`src/rtl/cmem_mailbox.sv`:
```
// cmem_mailbox: dual-ported mailbox register file between the SPI (Pi) side
// and the CP (Amiga) side, with cross-side event/enable interrupt logic.
//
// Address map (N = 2**ADDR_W):
//   0..N-5  data registers, read/write from both sides, CP wins a write clash
//   N-4     r_events  : CP writes 1s to set, SPI read returns and clears
//   N-3     r_enable  : SPI owned
//   N-2     a_events  : SPI writes 1s to set, CP read returns and clears
//   N-1     a_enable  : CP owned
//
// Optional feature macro: CMEM_MAILBOX_BLOCK_TIMEOUT_EN
//   defined   -> INT2 drive is blocked after 2**TIMEOUT_W-1 cycles of drive
//                until the CP reads a_events
//   undefined -> no timeout counter; INT2 follows (a_events & a_enable) != 0
module cmem_mailbox #(
    parameter int DATA_W      = 4,
    parameter int ADDR_W      = 4,
    parameter int R_EN_RST    = 7,
    parameter int A_EN_RST    = 3,
    parameter int R_IRQ_LEVEL = 0,
    parameter int TIMEOUT_W   = 28
) (
    input  logic              clk200,
    input  logic              reset,
    input  logic              spi_read,
    input  logic              spi_write,
    input  logic [ADDR_W-1:0] spi_address,
    input  logic [DATA_W-1:0] spi_out_cmem_in,
    output logic [DATA_W-1:0] spi_in_cmem_out,
    input  logic              cp_read,
    input  logic              cp_write,
    input  logic [ADDR_W-1:0] cp_address,
    input  logic [DATA_W-1:0] cp_out_cmem_in,
    output logic [DATA_W-1:0] cp_in_cmem_out,
    output logic              RASP_IRQ,
    output logic              int2_drive
);

    localparam int N     = 2 ** ADDR_W;
    localparam int NDATA = N - 4;

    localparam logic [ADDR_W-1:0] ADDR_REV = ADDR_W'(N - 4);
    localparam logic [ADDR_W-1:0] ADDR_REN = ADDR_W'(N - 3);
    localparam logic [ADDR_W-1:0] ADDR_AEV = ADDR_W'(N - 2);
    localparam logic [ADDR_W-1:0] ADDR_AEN = ADDR_W'(N - 1);

    localparam logic [DATA_W-1:0] R_EN_RST_V = DATA_W'(R_EN_RST);
    localparam logic [DATA_W-1:0] A_EN_RST_V = DATA_W'(A_EN_RST);

    // Elaboration-time sanity on the parameter set
    generate
        if (ADDR_W < 3) begin : g_bad_addr_w
            $error("cmem_mailbox: ADDR_W must be at least 3");
        end
        if (TIMEOUT_W < 2) begin : g_bad_timeout_w
            $error("cmem_mailbox: TIMEOUT_W must be at least 2");
        end
    endgenerate

    // ------------------------------------------------------------------
    // Storage
    // ------------------------------------------------------------------
    logic [DATA_W-1:0] mem_q [NDATA];
    logic [DATA_W-1:0] r_events_q, r_events_d;
    logic [DATA_W-1:0] r_enable_q, r_enable_d;
    logic [DATA_W-1:0] a_events_q, a_events_d;
    logic [DATA_W-1:0] a_enable_q, a_enable_d;
    logic [DATA_W-1:0] spi_rdata_q, spi_rdata_d;
    logic [DATA_W-1:0] cp_rdata_q, cp_rdata_d;
    logic              rasp_irq_q;
    logic              r_armed_q;
    logic              int2_q;

    // ------------------------------------------------------------------
    // Strobe decode
    // ------------------------------------------------------------------
    logic spi_wr_data, cp_wr_data;
    logic spi_rd_rev, cp_wr_rev, spi_wr_ren;
    logic spi_wr_aev, cp_rd_aev, cp_wr_aen;
    logic r_trig, a_should;

    assign spi_wr_data = spi_write && (spi_address < ADDR_REV);
    assign cp_wr_data  = cp_write  && (cp_address  < ADDR_REV);
    assign spi_rd_rev  = spi_read  && (spi_address == ADDR_REV);
    assign cp_wr_rev   = cp_write  && (cp_address  == ADDR_REV);
    assign spi_wr_ren  = spi_write && (spi_address == ADDR_REN);
    assign spi_wr_aev  = spi_write && (spi_address == ADDR_AEV);
    assign cp_rd_aev   = cp_read   && (cp_address  == ADDR_AEV);
    assign cp_wr_aen   = cp_write  && (cp_address  == ADDR_AEN);

    // Next-state of the event/enable registers; a set in the same cycle as
    // a read-clear wins so no event is ever dropped
    always_comb begin
        r_events_d = r_events_q;
        if (cp_wr_rev) begin
            r_events_d = spi_rd_rev ? cp_out_cmem_in : (r_events_q | cp_out_cmem_in);
        end else if (spi_rd_rev) begin
            r_events_d = '0;
        end

        a_events_d = a_events_q;
        if (spi_wr_aev) begin
            a_events_d = cp_rd_aev ? spi_out_cmem_in : (a_events_q | spi_out_cmem_in);
        end else if (cp_rd_aev) begin
            a_events_d = '0;
        end

        r_enable_d = spi_wr_ren ? spi_out_cmem_in : r_enable_q;
        a_enable_d = cp_wr_aen  ? cp_out_cmem_in  : a_enable_q;
    end

    // Read muxes: data registers give the old value, event registers
    // bypass a same-cycle set so the reader sees it before it is cleared
    always_comb begin
        spi_rdata_d = '0;
        if (spi_address < ADDR_REV) begin
            spi_rdata_d = mem_q[spi_address];
        end else if (spi_address == ADDR_REV) begin
            spi_rdata_d = r_events_q | (cp_wr_rev ? cp_out_cmem_in : '0);
        end else if (spi_address == ADDR_REN) begin
            spi_rdata_d = r_enable_q;
        end

        cp_rdata_d = '0;
        if (cp_address < ADDR_REV) begin
            cp_rdata_d = mem_q[cp_address];
        end else if (cp_address == ADDR_AEV) begin
            cp_rdata_d = a_events_q | (spi_wr_aev ? spi_out_cmem_in : '0);
        end else if (cp_address == ADDR_AEN) begin
            cp_rdata_d = a_enable_q;
        end
    end

    // Data registers: unreset; CP write is applied last so it wins a clash
    always_ff @(posedge clk200) begin
        if (!reset) begin
            if (spi_wr_data) begin
                mem_q[spi_address] <= spi_out_cmem_in;
            end
            if (cp_wr_data) begin
                mem_q[cp_address] <= cp_out_cmem_in;
            end
        end
    end

    // Control registers and registered read ports
    always_ff @(posedge clk200) begin
        if (reset) begin
            r_events_q  <= '0;
            a_events_q  <= '0;
            r_enable_q  <= R_EN_RST_V;
            a_enable_q  <= A_EN_RST_V;
            spi_rdata_q <= '0;
            cp_rdata_q  <= '0;
        end else begin
            r_events_q <= r_events_d;
            a_events_q <= a_events_d;
            r_enable_q <= r_enable_d;
            a_enable_q <= a_enable_d;
            if (spi_read) begin
                spi_rdata_q <= spi_rdata_d;
            end
            if (cp_read) begin
                cp_rdata_q <= cp_rdata_d;
            end
        end
    end

    // ------------------------------------------------------------------
    // Pi-side interrupt
    // ------------------------------------------------------------------
    assign r_trig = |(r_events_d & r_enable_d);

    // Toggle mode: one edge per armed trigger, re-armed by reading r_events
    // (re-arm beats a coincident trigger, which then fires next cycle as the
    // event is still pending). Level mode: registered trigger.
    always_ff @(posedge clk200) begin
        if (reset) begin
            rasp_irq_q <= 1'b0;
            r_armed_q  <= 1'b1;
        end else if (R_IRQ_LEVEL != 0) begin
            rasp_irq_q <= r_trig;
            r_armed_q  <= 1'b1;
        end else if (spi_rd_rev) begin
            r_armed_q <= 1'b1;
        end else if (r_armed_q && r_trig) begin
            rasp_irq_q <= ~rasp_irq_q;
            r_armed_q  <= 1'b0;
        end
    end

    // ------------------------------------------------------------------
    // Amiga-side INT2 drive with optional block timeout
    // ------------------------------------------------------------------
    logic a_block_d;

`ifdef CMEM_MAILBOX_BLOCK_TIMEOUT_EN
    logic [TIMEOUT_W-1:0] blk_cnt_q, blk_cnt_d;
    logic                 a_block_q;

    // Count drive cycles; wrapping to zero blocks further drive. The block
    // takes effect on the same edge so drive lasts 2**TIMEOUT_W-1 cycles.
    always_comb begin
        blk_cnt_d = blk_cnt_q;
        a_block_d = a_block_q;
        if (cp_rd_aev) begin
            blk_cnt_d = TIMEOUT_W'(1);
            a_block_d = 1'b0;
        end else if (int2_q) begin
            blk_cnt_d = blk_cnt_q + TIMEOUT_W'(1);
            if (blk_cnt_d == '0) begin
                a_block_d = 1'b1;
            end
        end
    end

    // Timeout counter and block flag
    always_ff @(posedge clk200) begin
        if (reset) begin
            blk_cnt_q <= TIMEOUT_W'(1);
            a_block_q <= 1'b0;
        end else begin
            blk_cnt_q <= blk_cnt_d;
            a_block_q <= a_block_d;
        end
    end
`else
    assign a_block_d = 1'b0;
`endif

    assign a_should = (|(a_events_d & a_enable_d)) && !a_block_d;

    // INT2 drive follows a_should with one cycle of latency
    always_ff @(posedge clk200) begin
        if (reset) begin
            int2_q <= 1'b0;
        end else begin
            int2_q <= a_should;
        end
    end

    assign spi_in_cmem_out = spi_rdata_q;
    assign cp_in_cmem_out  = cp_rdata_q;
    assign RASP_IRQ        = rasp_irq_q;
    assign int2_drive      = int2_q;

endmodule
```
`config.mk`:
```
export PLATFORM = sky130hd
export DESIGN_NAME = cmem_mailbox
export DESIGN_NICKNAME = d
export VERILOG_FILES = /design/src/rtl/cmem_mailbox.sv
export SDC_FILE = /design/constraint.sdc
export NUM_CORES = 1
export LEC_CHECK = 0
export ABC_AREA = 1
export CAP_MARGIN = 20
export CORE_MARGIN = 1.5
export CORE_UTILIZATION = 63
export CTS_CLUSTER_SIZE = 25
export DETAILED_ROUTE_END_ITERATION = 8
export HOLD_SLACK_MARGIN = 0.12
export PLACE_DENSITY_LB_ADDON = 0.15
export SLEW_MARGIN = 10
export SYNTH_ARGS = -nofsm -noshare
export SYNTH_HDL_FRONTEND = slang
export SYNTH_SLANG_ARGS = --single-unit
```
`constraint.sdc`:
```
create_clock -name clk200 -period 3.5 [get_ports clk200]
set_clock_uncertainty 0.1 [all_clocks]
set_input_delay 0.7 -clock clk200 [delete_from_list [all_inputs] [get_ports clk200]]
set_output_delay 0.7 -clock clk200 [all_outputs]
set_load 0.02 [all_outputs]
```
==> impl_results.md, run 1 <==
* Global-route usage over all layers at about 37%
* Pin count of the biggest net entering global routing at 14
* Die height at between 80 and 90 um
* # fillers at around 480
* Leading post-synthesis cells by cell area: sky130_fd_sc_hd__edfxtp_1 35%, sky130_fd_sc_hd__dfxtp_1 13%, sky130_fd_sc_hd__nand2_1 13%
* Transition time at the pin with the least slew margin at between 600 and 700 ps
* Critical Path Start Type: input port
* Clock Tree Root: sky130_fd_sc_hd__clkbuf_8
* Status: completed
* Synth cell count leaders: 142 x sky130_fd_sc_hd__nand2_1, 93 x sky130_fd_sc_hd__o21ai_0, 72 x sky130_fd_sc_hd__inv_1, 48 x sky130_fd_sc_hd__edfxtp_1, 31 x sky130_fd_sc_hd__nand3_1
* Sequential element share of the synthesized area at 47.52%
* Max cap viols at 0
* H-tree depth reported by CTS at 3
* Core footprint at around 0.0064 mm^2
* First-iteration detailed-routing DRC count at slightly above 600
* Cell type contributing the most total cell area after synthesis: sky130_fd_sc_hd__edfxtp_1
* Post-CTS repair timing setup buffer count at 0
* Horizontal die dimension at approximately 84 um
* Cell count after synthesis at approximately 550
* Number of warnings issued by yosys at 0
* Min-delay worst type: flop to flop
* Detailed Route WL at 12,590 um
* Library cell with the highest instance count after synthesis: sky130_fd_sc_hd__nand2_1
* Number of nets produced by synthesis at 567
* Final hold violation count at 0
* Fin nets at 605
* Number of vias per cell after detailed routing at approximately 6.3
* Minimum clock period after layout at between 2000 and 3000 ps
* Share of cells above drive strength 1 at just over 7%
* Sum of internal, switching and leakage power at between 1.5 and 2 mW
* Async SR Flop Fraction at 0%
* Synthesized area at 0.004170 mm^2
* Clk buf depth at 2
* Setup total negative slack at 0 ps
* EDFF count, synth at 48
* Number of placement rows at 29
* I/O pin count at 32
* Multi-input logic area at ~0.0018 mm^2
* Detail Route Antenna Nets at 0
* Post-layout instance count excluding filler cells at ~670
* Initial DRT Pass Iterations at 7
* Count of placed standard cells including taps at 649
* Distinct cell type count after synthesis at 26
* Critical path data required time at 3400 ps
* Final setup vio count at 0
* Number of register bits inferred by synthesis at 75
* Initial core utilization at about two thirds
* Top_reg_cell synth: sky130_fd_sc_hd__edfxtp_1
* Clock sink count at 75
* Port bufs at 31
* P&R area growth vs syn at 15.27%
* Fin worst setup slack at approximately 750 ps
* Worst setup slack before clock tree synthesis at approximately 440 ps
* Start-to-end type of the worst setup path: input port to flop
* Arrival @ worst endpoint at ~2700 ps
* Final antenna diode count at 0
* Global-route wire length before repair at around 20,000 um
* Leakage power total at around 2.1 nW
* Clock transition at the register clock pins on the worst setup and hold paths after CTS at roughly 90 ps
* Crit end category: flop
* Overflow left after global routing at 0
* Initial antenna violation count at 0
* Power Dens Cells at 409.5 mW/mm^2
* Routed length per instance at between 15 and 20 um
* Peak fanout along the critical path at 10
* Final count of pins violating max slew at 0
* Num CTS Buffers at 9
* Average instance area after synthesis at about 7.7 um^2
* Proportion of netlist area held by the largest area contributor at between 30% and 40%
* Final RePlAce weighted congestion at about 1.0
* Total vias in the final route at approximately 4,200
* Flip-flop and latch area at 0.001982 mm^2
* Clock insertion delay at the later pin of the skew report at ~360 ps
* Fmax at about 360 MHz
* DRC violation count after routing at 0
* CTS tree: built
* Post-cts repair resize count at 0
* RSZ-0062 raised after global routing: no
* Vias in the first global route at ~4,000
* Placed wire-length estimate at 8985 um
* Slew margin rel. at approximately 56%
* Largest vdd supply drop at about 0.0003 V
* Post-route fraction of the period consumed by the critical path at between 70% and 80%
* Area enclosed by the die boundary at between 0.007 and 0.008 mm^2
* Post-CTS Hold Fix Bufs at 0
-- area by class of cell --
cell class / instances / share of cell area, %
Tap cell: 77 / 2.004
Multi-Input combinational cell: 379 / 38.11
Timing Repair Buffer: 43 / 8.329
Clock inverter: 3 / 0.4945
Clock buffer: 13 / 3.982
Inverter: 75 / 5.856
Sequential cell: 75 / 41.23
-- kinds of logic (layout without fill, tap and decap cells) --
| kind of cell | after synthesis | in the layout | synth area share, % |
|---|---|---|---|
| compound gates | 162 | 162 | 21.66 |
| buf+inv | 91 | 134 | 8.551 |
| simple gates | 217 | 217 | 22.26 |
| flops | 75 | 75 | 47.52 |
-- worst max-delay path, cell delays in order --
cell and delay (ps):
sky130_fd_sc_hd__clkdlybuf4s50_1 610, sky130_fd_sc_hd__nand2_2 260, sky130_fd_sc_hd__inv_1 90, sky130_fd_sc_hd__nor3_1 140
sky130_fd_sc_hd__buf_4 170, sky130_fd_sc_hd__nand2_1 120, sky130_fd_sc_hd__o31ai_1 550
-- sequential cells by signal, indices dropped and copies added, names as in the netlist --
signal,count
a_events_q,4
cp_in_cmem_out,4
spi_in_cmem_out,4
RASP_IRQ,1
r_enable_q,4
int2_drive,1
mem_q,48
r_armed_q,1
r_events_q,4
a_enable_q,4
-- power by group --
| group | switching (mW) | total, mW | internal (mW) | leakage (nW) |
|---|---|---|---|---|
| clock network | 0.346 | 0.714 | 0.368 | 0.111 |
| logic | 0.184 | 0.281 | 0.0970 | 1.34 |
| registers | 0.0101 | 0.973 | 0.963 | 0.653 |
| total | 0.540 | 1.97 | 1.43 | 2.11 |
-- worst paths after layout --
kind / startpoint / to / slack [ps] / cells past startpoint
hold / removal: r_events_q[3] / r_events_q[3] / 390 / 2
setup / recovery: spi_address[3] / mem_q[4][1] / 750 / 7
setup reg to reg: mem_q[11][2] / spi_in_cmem_out[2] / 2090 / 4
hold reg to reg: r_events_q[3] / r_events_q[3] / 390 / 2
-- cell usage in the layout, fill, tap and decap left out, types with 12 or more instances in the layout --
| cell | n |
|---|---|
| sky130_fd_sc_hd__o21ai_0 | 93 |
| sky130_fd_sc_hd__o22ai_1 | 26 |
| sky130_fd_sc_hd__buf_4 | 12 |
| sky130_fd_sc_hd__edfxtp_1 | 48 |
| sky130_fd_sc_hd__nand3_1 | 31 |
| sky130_fd_sc_hd__inv_1 | 72 |
| sky130_fd_sc_hd__dfxtp_1 | 27 |
| sky130_fd_sc_hd__clkdlybuf4s50_1 | 31 |
| sky130_fd_sc_hd__nor2_1 | 26 |
| sky130_fd_sc_hd__a21oi_1 | 19 |
| sky130_fd_sc_hd__a22oi_1 | 22 |
| sky130_fd_sc_hd__nand2_1 | 142 |
-- metal layers --
layer  vias up  share of wire (%)  track usage [%]
li1       1933                  -                -
met1      1911                 38            46.76
met2       299                 46            58.76
met3        66                 12            8.161
met4         0                4.6            19.21
met5         -                  0                0
-- metrics by stage --
| step | utilization [%] | area, um^2 | hold slack [ps] |
|---|---|---|---|
| 6_report | 75.27 | 4807 | 393.7 |
| 3_5_place_dp | 71.90 | 4592 | 370.9 |
| 5_1_grt | 75.27 | 4807 | 428.6 |
| 4_1_cts | 75.27 | 4807 | 393.1 |
| 3_3_place_gp | 71.90 | 4592 | 367.7 |
| 2_1_floorplan | - | 4170 | 347.7 |
No activity file was read; power rests on OpenSTA's default activity.
==> run 2: changes to the inputs <==
--- a/config.mk
+++ b/config.mk
@@ -8,7 +8,7 @@
 export ABC_AREA = 1
 export CAP_MARGIN = 20
 export CORE_MARGIN = 1.5
-export CORE_UTILIZATION = 63
+export CORE_UTILIZATION = 53
 export CTS_CLUSTER_SIZE = 25
 export DETAILED_ROUTE_END_ITERATION = 8
 export HOLD_SLACK_MARGIN = 0.12
==> constraint.sdc (replaced) <==
create_clock -name clk200 -period 2.3 [get_ports clk200]
set_clock_uncertainty 0.1 [all_clocks]
set_input_delay 0.46 -clock clk200 [delete_from_list [all_inputs] [get_ports clk200]]
set_output_delay 0.46 -clock clk200 [all_outputs]
set_load 0.02 [all_outputs]
==> impl_results.md, run 2 (synthesis results as in run 1) <==
* Vias in the first global route at 4,041 (was 3,985)
* Cell with the biggest individual delay on the critical path: sky130_fd_sc_hd__clkdlybuf4s50_1 (unchanged)
* Crit-path cells: clkdlybuf4s50_1 -> nor2_1 -> buf_4 -> inv_1 -> o22ai_1 -> o21ai_0 -> nand3_1 -> nand2_1 -> a21oi_1 (was clkdlybuf4s50_1 -> nand2_2 -> inv_1 -> nor3_1 -> buf_4 -> nand2_1 -> o31ai_1)
* Clock insertion delay at the later pin of the skew report at 350 ps (was 360 ps)
* Max cap viols at 0 (unchanged)
* Num CTS Buffers at 9 (unchanged)
* H-tree depth reported by CTS at 3 (unchanged)
* Final setup vio count at 0 (unchanged)
* Area enclosed by the die boundary at 0.008410 mm^2 (was 0.007117 mm^2)
* Commonest non-fill, non-tap cells in the layout: 142 x sky130_fd_sc_hd__nand2_1, 93 x sky130_fd_sc_hd__o21ai_0, 72 x sky130_fd_sc_hd__inv_1, 68 x sky130_fd_sc_hd__buf_4, 48 x sky130_fd_sc_hd__edfxtp_1 (was 142 x sky130_fd_sc_hd__nand2_1, 93 x sky130_fd_sc_hd__o21ai_0, 72 x sky130_fd_sc_hd__inv_1, 48 x sky130_fd_sc_hd__edfxtp_1)
* Power Dens Cells at 561.8 mW/mm^2 (was 409.5 mW/mm^2)
* # fillers at 672 (was 479)
* Placed Instance Area at 0.005044 mm^2 (was 0.004592 mm^2)
* Port bufs at 31 (unchanged)
* Routed length per instance at 17.94 um (was 18.94 um)
* Detailed Route WL at 13,380 um (was 12,590 um)
* Fmax at 482.4 MHz
* Clock transition at the register clock pins on the worst setup and hold paths after CTS at 80 ps (was 90 ps)
* Detail Route Antenna Nets at 0 (unchanged)
* Number of vias per cell after detailed routing at 5.751 (was 6.329)
* Largest vdd supply drop at 0.0004007 V (was 0.0003003 V)
* Leading cell type in the layout, fill and taps excluded: sky130_fd_sc_hd__nand2_1 (unchanged)
* Post-route fraction of the period consumed by the critical path at about nine tenths
* Multi-input logic area at 0.001832 mm^2 (unchanged)
* CTS tree: built (unchanged)
* Final count of pins violating max slew at 0 (unchanged)
* Final antenna diode count at 0 (unchanged)
* Total vias in the final route at 4,290 (was 4,209)
* Arrival @ worst endpoint at 2220 ps (was 2650 ps)
* Core footprint at 0.007687 mm^2 (was 0.006386 mm^2)
* Placed wire-length estimate at 10,160 um (was 8985 um)
* Overflow left after global routing at 0 (unchanged)
* Minimum clock period after layout at roughly 2100 ps
* Initial DRT Pass Iterations at 5 (was 7)
* Post-cts repair resize count at 0 (unchanged)
* Gate family responsible for the most delay along the worst path: buffers and inverters (unchanged)
* Global-route wire length before repair at 20,980 um (was 19,860 um)
* Number of placement rows at 32 (was 29)
* Crit end category: flop (unchanged)
* Largest reg by FF count: mem_q (unchanged)
* P&R area growth vs syn at 25.53% (was 15.27%)
* Critical Path Start Type: input port (unchanged)
* Initial core utilization at 54.25% (was 65.30%)
* Critical path data required time at 2440 ps (was 3400 ps)
* DRC violation count after routing at 0 (unchanged)
* Start-to-end type of the worst setup path: input port to flop (unchanged)
* Clock sink count at 75 (unchanged)
* Worst path buffer plus inverter count at 3 (unchanged)
* Min-delay worst type: flop to flop (unchanged)
* Clk buf depth at 2 (unchanged)
* Status: completed (unchanged)
* Peak fanout along the critical path at 7 (was 10)
* Die height at 91.71 um (was 84.36 um)
* Post-CTS repair timing setup buffer count at 0 (unchanged)
* Layout Cell Area excl Fill at 0.005235 mm^2 (was 0.004807 mm^2)
* Final hold violation count at 0 (unchanged)
* Initial antenna violation count at 0 (unchanged)
* RSZ-0062 raised after global routing: no (unchanged)
* Share of cells above drive strength 1 at 15.22% (was 7.143%)
* Critical Path Max Stage Delay at 540 ps (was 610 ps)
* Fin nets at 661 (was 605)
* Sum of internal, switching and leakage power at 2.941 mW (was 1.969 mW)
* Flip-flop and latch area at 0.001982 mm^2 (unchanged)
* Final RePlAce weighted congestion at 1.043 (was 1.014)
* Final worst hold slack at 390.1 ps (was 393.7 ps)
* Slew margin rel. at 69.04% (was 56.42%)
* Transition time at the pin with the least slew margin at 459.5 ps (was 651.2 ps)
* Global-route usage over all layers at 33.25% (was 36.63%)
* Leakage power total at 2.371 nW (was 2.108 nW)
* I/O pin count at 32 (unchanged)
* Pin count of the biggest net entering global routing at 14 (unchanged)
* First-iteration detailed-routing DRC count at 395 (was 605)
* Clock Tree Root: sky130_fd_sc_hd__clkbuf_8 (unchanged)
* Flip-flop count of the largest register after layout at 48 (unchanged)
* Horizontal die dimension at 91.71 um (was 84.36 um)
* Post-CTS Hold Fix Bufs at 0 (unchanged)
run 2: cell count changes in the layout (fill, tap and decap cells not counted), sizes merged:
cell	change
buf	+56
clkinv	+1
inv	-1
run 2: path summary, 6_finish.rpt:
check                      from                end  slack, ps  cells after the start
setup / recovery  cp_address[0]  cp_in_cmem_out[2]        230                      9
hold / removal    r_events_q[2]      r_events_q[2]        390                      2
setup reg to reg    mem_q[7][2]  cp_in_cmem_out[2]        860                      6
hold reg to reg   r_events_q[2]      r_events_q[2]        390                      2
run 2: final cells by class:
class | instances | share of cell area, %
clock buffer | 13 | 3.274
clock inverter | 3 | 0.3824
inverter | 75 | 5.378
multi-input combinational | 379 | 34.99
sequential | 75 | 37.86
tap | 102 | 2.438
timing repair buffer | 99 | 15.68
run 2: power breakdown:
| group | internal, mW | total, mW | switching (mW) |
|---|---|---|---|
| Clock | 0.493 | 0.979 | 0.486 |
| Combinational | 0.189 | 0.480 | 0.291 |
| Sequential | 1.47 | 1.48 | 0.0161 |
run 2: through the flow:
step / worst slack [ps] / setup TNS (ps) / util [%] / cells
2_1_floorplan: 148.6 / 0 / - / 545
4_1_cts: 268.6 / 0 / 68.10 / 746
5_1_grt: 136.5 / 0 / 68.10 / 746
3_5_place_dp: -101.5 / -185.4 / 65.61 / 730
6_report: 227.1 / 0 / 68.10 / 746
3_3_place_gp: -87.70 / -337.1 / 65.61 / 730
run 2: metal layers:
layer  track usage [%]  vias to the layer above  routed length [um]
li1                  -                     2045                   -
met1             45.22                     1971                5544
met2             54.04                      238                6253
met3             4.561                       36                1120
met4             12.82                        0                 465
met5                 0                        -                   0
run 2: worst min-delay path: cells and delay by family (launching register included):
family,cells,cell delay [ps]
flops,1,320
simple gates,1,80
compound gates,1,60
==> run 3: changes to the inputs <==
--- a/config.mk
+++ b/config.mk
@@ -5,7 +5,6 @@
 export SDC_FILE = /design/constraint.sdc
 export NUM_CORES = 1
 export LEC_CHECK = 0
-export ABC_AREA = 1
 export CAP_MARGIN = 20
 export CORE_MARGIN = 1.5
 export CORE_UTILIZATION = 53
==> impl_results.md, run 3 <==
* Status: completed (unchanged)
* Detail Route Antenna Nets at 0 (unchanged)
* EDFF count, synth at 48 (unchanged)
* Cell type contributing the most total cell area after synthesis: sky130_fd_sc_hd__edfxtp_1 (unchanged)
* Initial DRT Pass Iterations at 5 (unchanged)
* Largest reg by FF count: mem_q (unchanged)
* Post-CTS repair timing setup buffer count at 0 (unchanged)
* Arrival @ worst endpoint at 2360 ps (was 2220 ps)
* Overflow left after global routing at 0 (unchanged)
* Critical path data required time at 2420 ps (was 2440 ps)
* Detailed Route WL at 11,940 um (was 13,380 um)
* Crit-path cells: clkdlybuf4s50_1 -> buf_6 -> buf_4 -> mux4_2 -> a211oi_2 -> a2bb2oi_1 -> a211oi_1 (was clkdlybuf4s50_1 -> nor2_1 -> buf_4 -> inv_1 -> o22ai_1 -> o21ai_0 -> nand3_1 -> nand2_1 -> a21oi_1)
* Crit end category: flop (unchanged)
* Slew margin rel. at 53.73% (was 69.04%)
* CTS tree: built (unchanged)
* Number of vias per cell after detailed routing at 6.300 (was 5.751)
* Largest vdd supply drop at 0.0003694 V (was 0.0004007 V)
* P&R area growth vs syn at 25.08% (was 25.53%)
* Hold path cells at 1 (was 2)
* Number of register bits inferred by synthesis at 75 (unchanged)
* Async SR Flop Fraction at 0% (unchanged)
* # fillers at 582 (was 672)
* Clock Tree Root: sky130_fd_sc_hd__clkbuf_8 (unchanged)
* Post-route fraction of the period consumed by the critical path at 97.28% (was 90.13%)
* Average instance area after synthesis at 12.60 um^2 (was 7.652 um^2)
* Die height at 93.55 um (was 91.71 um)
* Global-route wire length before repair at 18,380 um (was 20,980 um)
* Final standard cell utilization of the core at 69.26% (was 68.10%)
* Leakage power total at 1.957 nW (was 2.371 nW)
* Post-layout instance count excluding filler cells at 536 (was 746)
* Number of placement rows at 32 (unchanged)
* Max cap viols at 0 (unchanged)
* Number of nets produced by synthesis at 367 (was 567)
* Setup total negative slack at 0 ps (unchanged)
* Worst path buffer plus inverter count at 3 (unchanged)
* Synthesized area at 0.004345 mm^2 (was 0.004170 mm^2)
* Fmax at 446.9 MHz (was 482.4 MHz)
* Final worst hold slack at 369.3 ps (was 390.1 ps)
* First-iteration detailed-routing DRC count at 272 (was 395)
* Placed Instance Area at 0.005197 mm^2 (was 0.005044 mm^2)
* Flip-flop count of the largest register after layout at 48 (unchanged)
* Register-to-register setup slack at 480 ps (was 860 ps)
* I/O pin count at 32 (unchanged)
* Top_reg_cell synth: sky130_fd_sc_hd__edfxtp_1 (unchanged)
* Area enclosed by the die boundary at 0.008751 mm^2 (was 0.008410 mm^2)
* Peak fanout along the critical path at 9 (was 7)
* Sequential element share of the synthesized area at 45.61% (was 47.52%)
* Distinct cell type count after synthesis at 47 (was 26)
* Cell with the biggest individual delay on the critical path: sky130_fd_sc_hd__mux4_2 (was sky130_fd_sc_hd__clkdlybuf4s50_1)
* Clock insertion delay at the later pin of the skew report at 340 ps (was 350 ps)
* Min-delay worst type: flop to flop (unchanged)
* Final count of pins violating max slew at 0 (unchanged)
* Routed length per instance at 22.28 um (was 17.94 um)
* Total number of cells along the worst setup path at 7 (was 9)
* Gate family responsible for the most delay along the worst path: buffers and inverters (unchanged)
* Power Dens Cells at 547.4 mW/mm^2 (was 561.8 mW/mm^2)
* Minimum clock period after layout at 2238 ps (was 2073 ps)
* Horizontal die dimension at 93.55 um (was 91.71 um)
* Share of cells above drive strength 1 at 42.40% (was 15.22%)
* Pin count of the biggest net entering global routing at 28 (was 14)
* Proportion of netlist area held by the largest area contributor at 33.17% (was 34.56%)
* Final setup vio count at 0 (unchanged)
* Core footprint at 0.007848 mm^2 (was 0.007687 mm^2)
* Library cell with the highest instance count after synthesis: sky130_fd_sc_hd__mux2_2 (was sky130_fd_sc_hd__nand2_1)
* Vias in the first global route at 3,436 (was 4,041)
* Clock sink count at 75 (unchanged)
* Cell count after synthesis at 345 (was 545)
* Final antenna diode count at 0 (unchanged)
* Worst setup slack before clock tree synthesis at -350.3 ps (was -101.5 ps)
* Total vias in the final route at 3,377 (was 4,290)
* Number of warnings issued by yosys at 0 (unchanged)
* Layout Cell Area excl Fill at 0.005435 mm^2 (was 0.005235 mm^2)
* Clk buf depth at 2 (unchanged)
* Clock transition at the register clock pins on the worst setup and hold paths after CTS at 80 ps (about the same)
* Critical Path Start Type: input port (unchanged)
* H-tree depth reported by CTS at 3 (unchanged)
* DRC violation count after routing at 0 (unchanged)
* Transition time at the pin with the least slew margin at 688.2 ps (was 459.5 ps)
* Fin worst setup slack at 62.47 ps (was 227.1 ps)
* Final hold violation count at 0 (unchanged)
* Synth cell count leaders: 57 x sky130_fd_sc_hd__mux2_2, 48 x sky130_fd_sc_hd__edfxtp_1, 27 x sky130_fd_sc_hd__dfxtp_1, 23 x sky130_fd_sc_hd__mux4_2, 20 x sky130_fd_sc_hd__o21ai_0 (was 142 x sky130_fd_sc_hd__nand2_1, 93 x sky130_fd_sc_hd__o21ai_0, 72 x sky130_fd_sc_hd__inv_1, 48 x sky130_fd_sc_hd__edfxtp_1, 31 x sky130_fd_sc_hd__nand3_1)
* Logic depth of the worst register-to-register path at 5 (was 6)
* Start-to-end type of the worst setup path: input port to flop (unchanged)
* Critical Path Max Stage Delay at 550 ps (was 540 ps)
* Num CTS Buffers at 9 (unchanged)
* Global-route usage over all layers at 28.72% (was 33.25%)
* Commonest non-fill, non-tap cells in the layout: 66 x sky130_fd_sc_hd__buf_4, 57 x sky130_fd_sc_hd__mux2_2, 48 x sky130_fd_sc_hd__edfxtp_1, 30 x sky130_fd_sc_hd__clkdlybuf4s50_1, 27 x sky130_fd_sc_hd__dfxtp_1 (was 142 x sky130_fd_sc_hd__nand2_1, 93 x sky130_fd_sc_hd__o21ai_0, 72 x sky130_fd_sc_hd__inv_1, 68 x sky130_fd_sc_hd__buf_4, 48 x sky130_fd_sc_hd__edfxtp_1)
* Sum of internal, switching and leakage power at 2.975 mW (was 2.941 mW)
* Final RePlAce weighted congestion at 0.8612 (was 1.043)
* Port bufs at 31 (unchanged)
* Leading cell type in the layout, fill and taps excluded: sky130_fd_sc_hd__buf_4 (was sky130_fd_sc_hd__nand2_1)
* Initial antenna violation count at 0 (unchanged)
* Initial core utilization at 55.37% (was 54.25%)
* Leading post-synthesis cells by cell area: sky130_fd_sc_hd__edfxtp_1 33%, sky130_fd_sc_hd__mux2_2 15%, sky130_fd_sc_hd__dfxtp_1 12% (was sky130_fd_sc_hd__edfxtp_1 35%, sky130_fd_sc_hd__dfxtp_1 13%, sky130_fd_sc_hd__nand2_1 13%)
* Placed wire-length estimate at 8649 um (was 10,160 um)
* Count of placed standard cells including taps at 521 (was 730)
* Fin nets at 452 (was 661)
run 3: kinds of logic after synthesis:
group                  count (synthesis)  synth area share (%)
buffers and inverters                 30                 3.397
flip-flops                            75                 45.61
multiplexers                          86                 28.45
AND/OR/NAND/NOR                       84                 11.17
AO/OA/AOI/OAI                         70                 11.37
run 3: worst reg2reg max path, cell delays in order (launching register included):
cell and delay [ps]:
sky130_fd_sc_hd__edfxtp_1 410, sky130_fd_sc_hd__mux4_1 540, sky130_fd_sc_hd__and2_1 180, sky130_fd_sc_hd__a211oi_2 230, sky130_fd_sc_hd__a2bb2oi_2 170, sky130_fd_sc_hd__a211oi_1 80
run 3: area by class of cell:
| class | instances | area, um^2 | area share, % |
|---|---|---|---|
| Multi-Input combinational cell | 240 | 2262 | 41.62 |
| Sequential cell | 75 | 1982 | 36.46 |
| Timing Repair Buffer | 101 | 870.8 | 16.02 |
| Tap cell | 102 | 127.6 | 2.348 |
| Clock buffer | 9 | 123.9 | 2.279 |
| Clock inverter | 6 | 57.56 | 1.059 |
| Inverter | 3 | 11.26 | 0.2072 |
run 3: metal layers:
layer  wire [um]  GRT usage [%]
met1        4843          37.92
met2        5787          45.41
met3         944          5.122
met4         367          14.68
met5           0              0
run 3: path summary, 6_finish.rpt:
check,startpoint,end
max reg2reg,mem_q[1][3],cp_in_cmem_out[3]
min reg2reg,r_armed_q,r_armed_q
max,cp_address[0],cp_in_cmem_out[2]
min,r_armed_q,r_armed_q
run 3: power breakdown:
| group | switching [mW] | internal (mW) |
|---|---|---|
| sequential | 0.0216 | 1.47 |
| clock | 0.492 | 0.486 |
| combinational | 0.243 | 0.263 |
| total | 0.757 | 2.22 |
run 3: timing repair:
action / 4_1_cts / 5_1_grt
gates resized for setup: 0 / 15
hold buffers: 0 / 0
hold endpoints to repair: 0 / 0
setup endpoints to repair: 1 / 20
pin swaps: 1 / 1
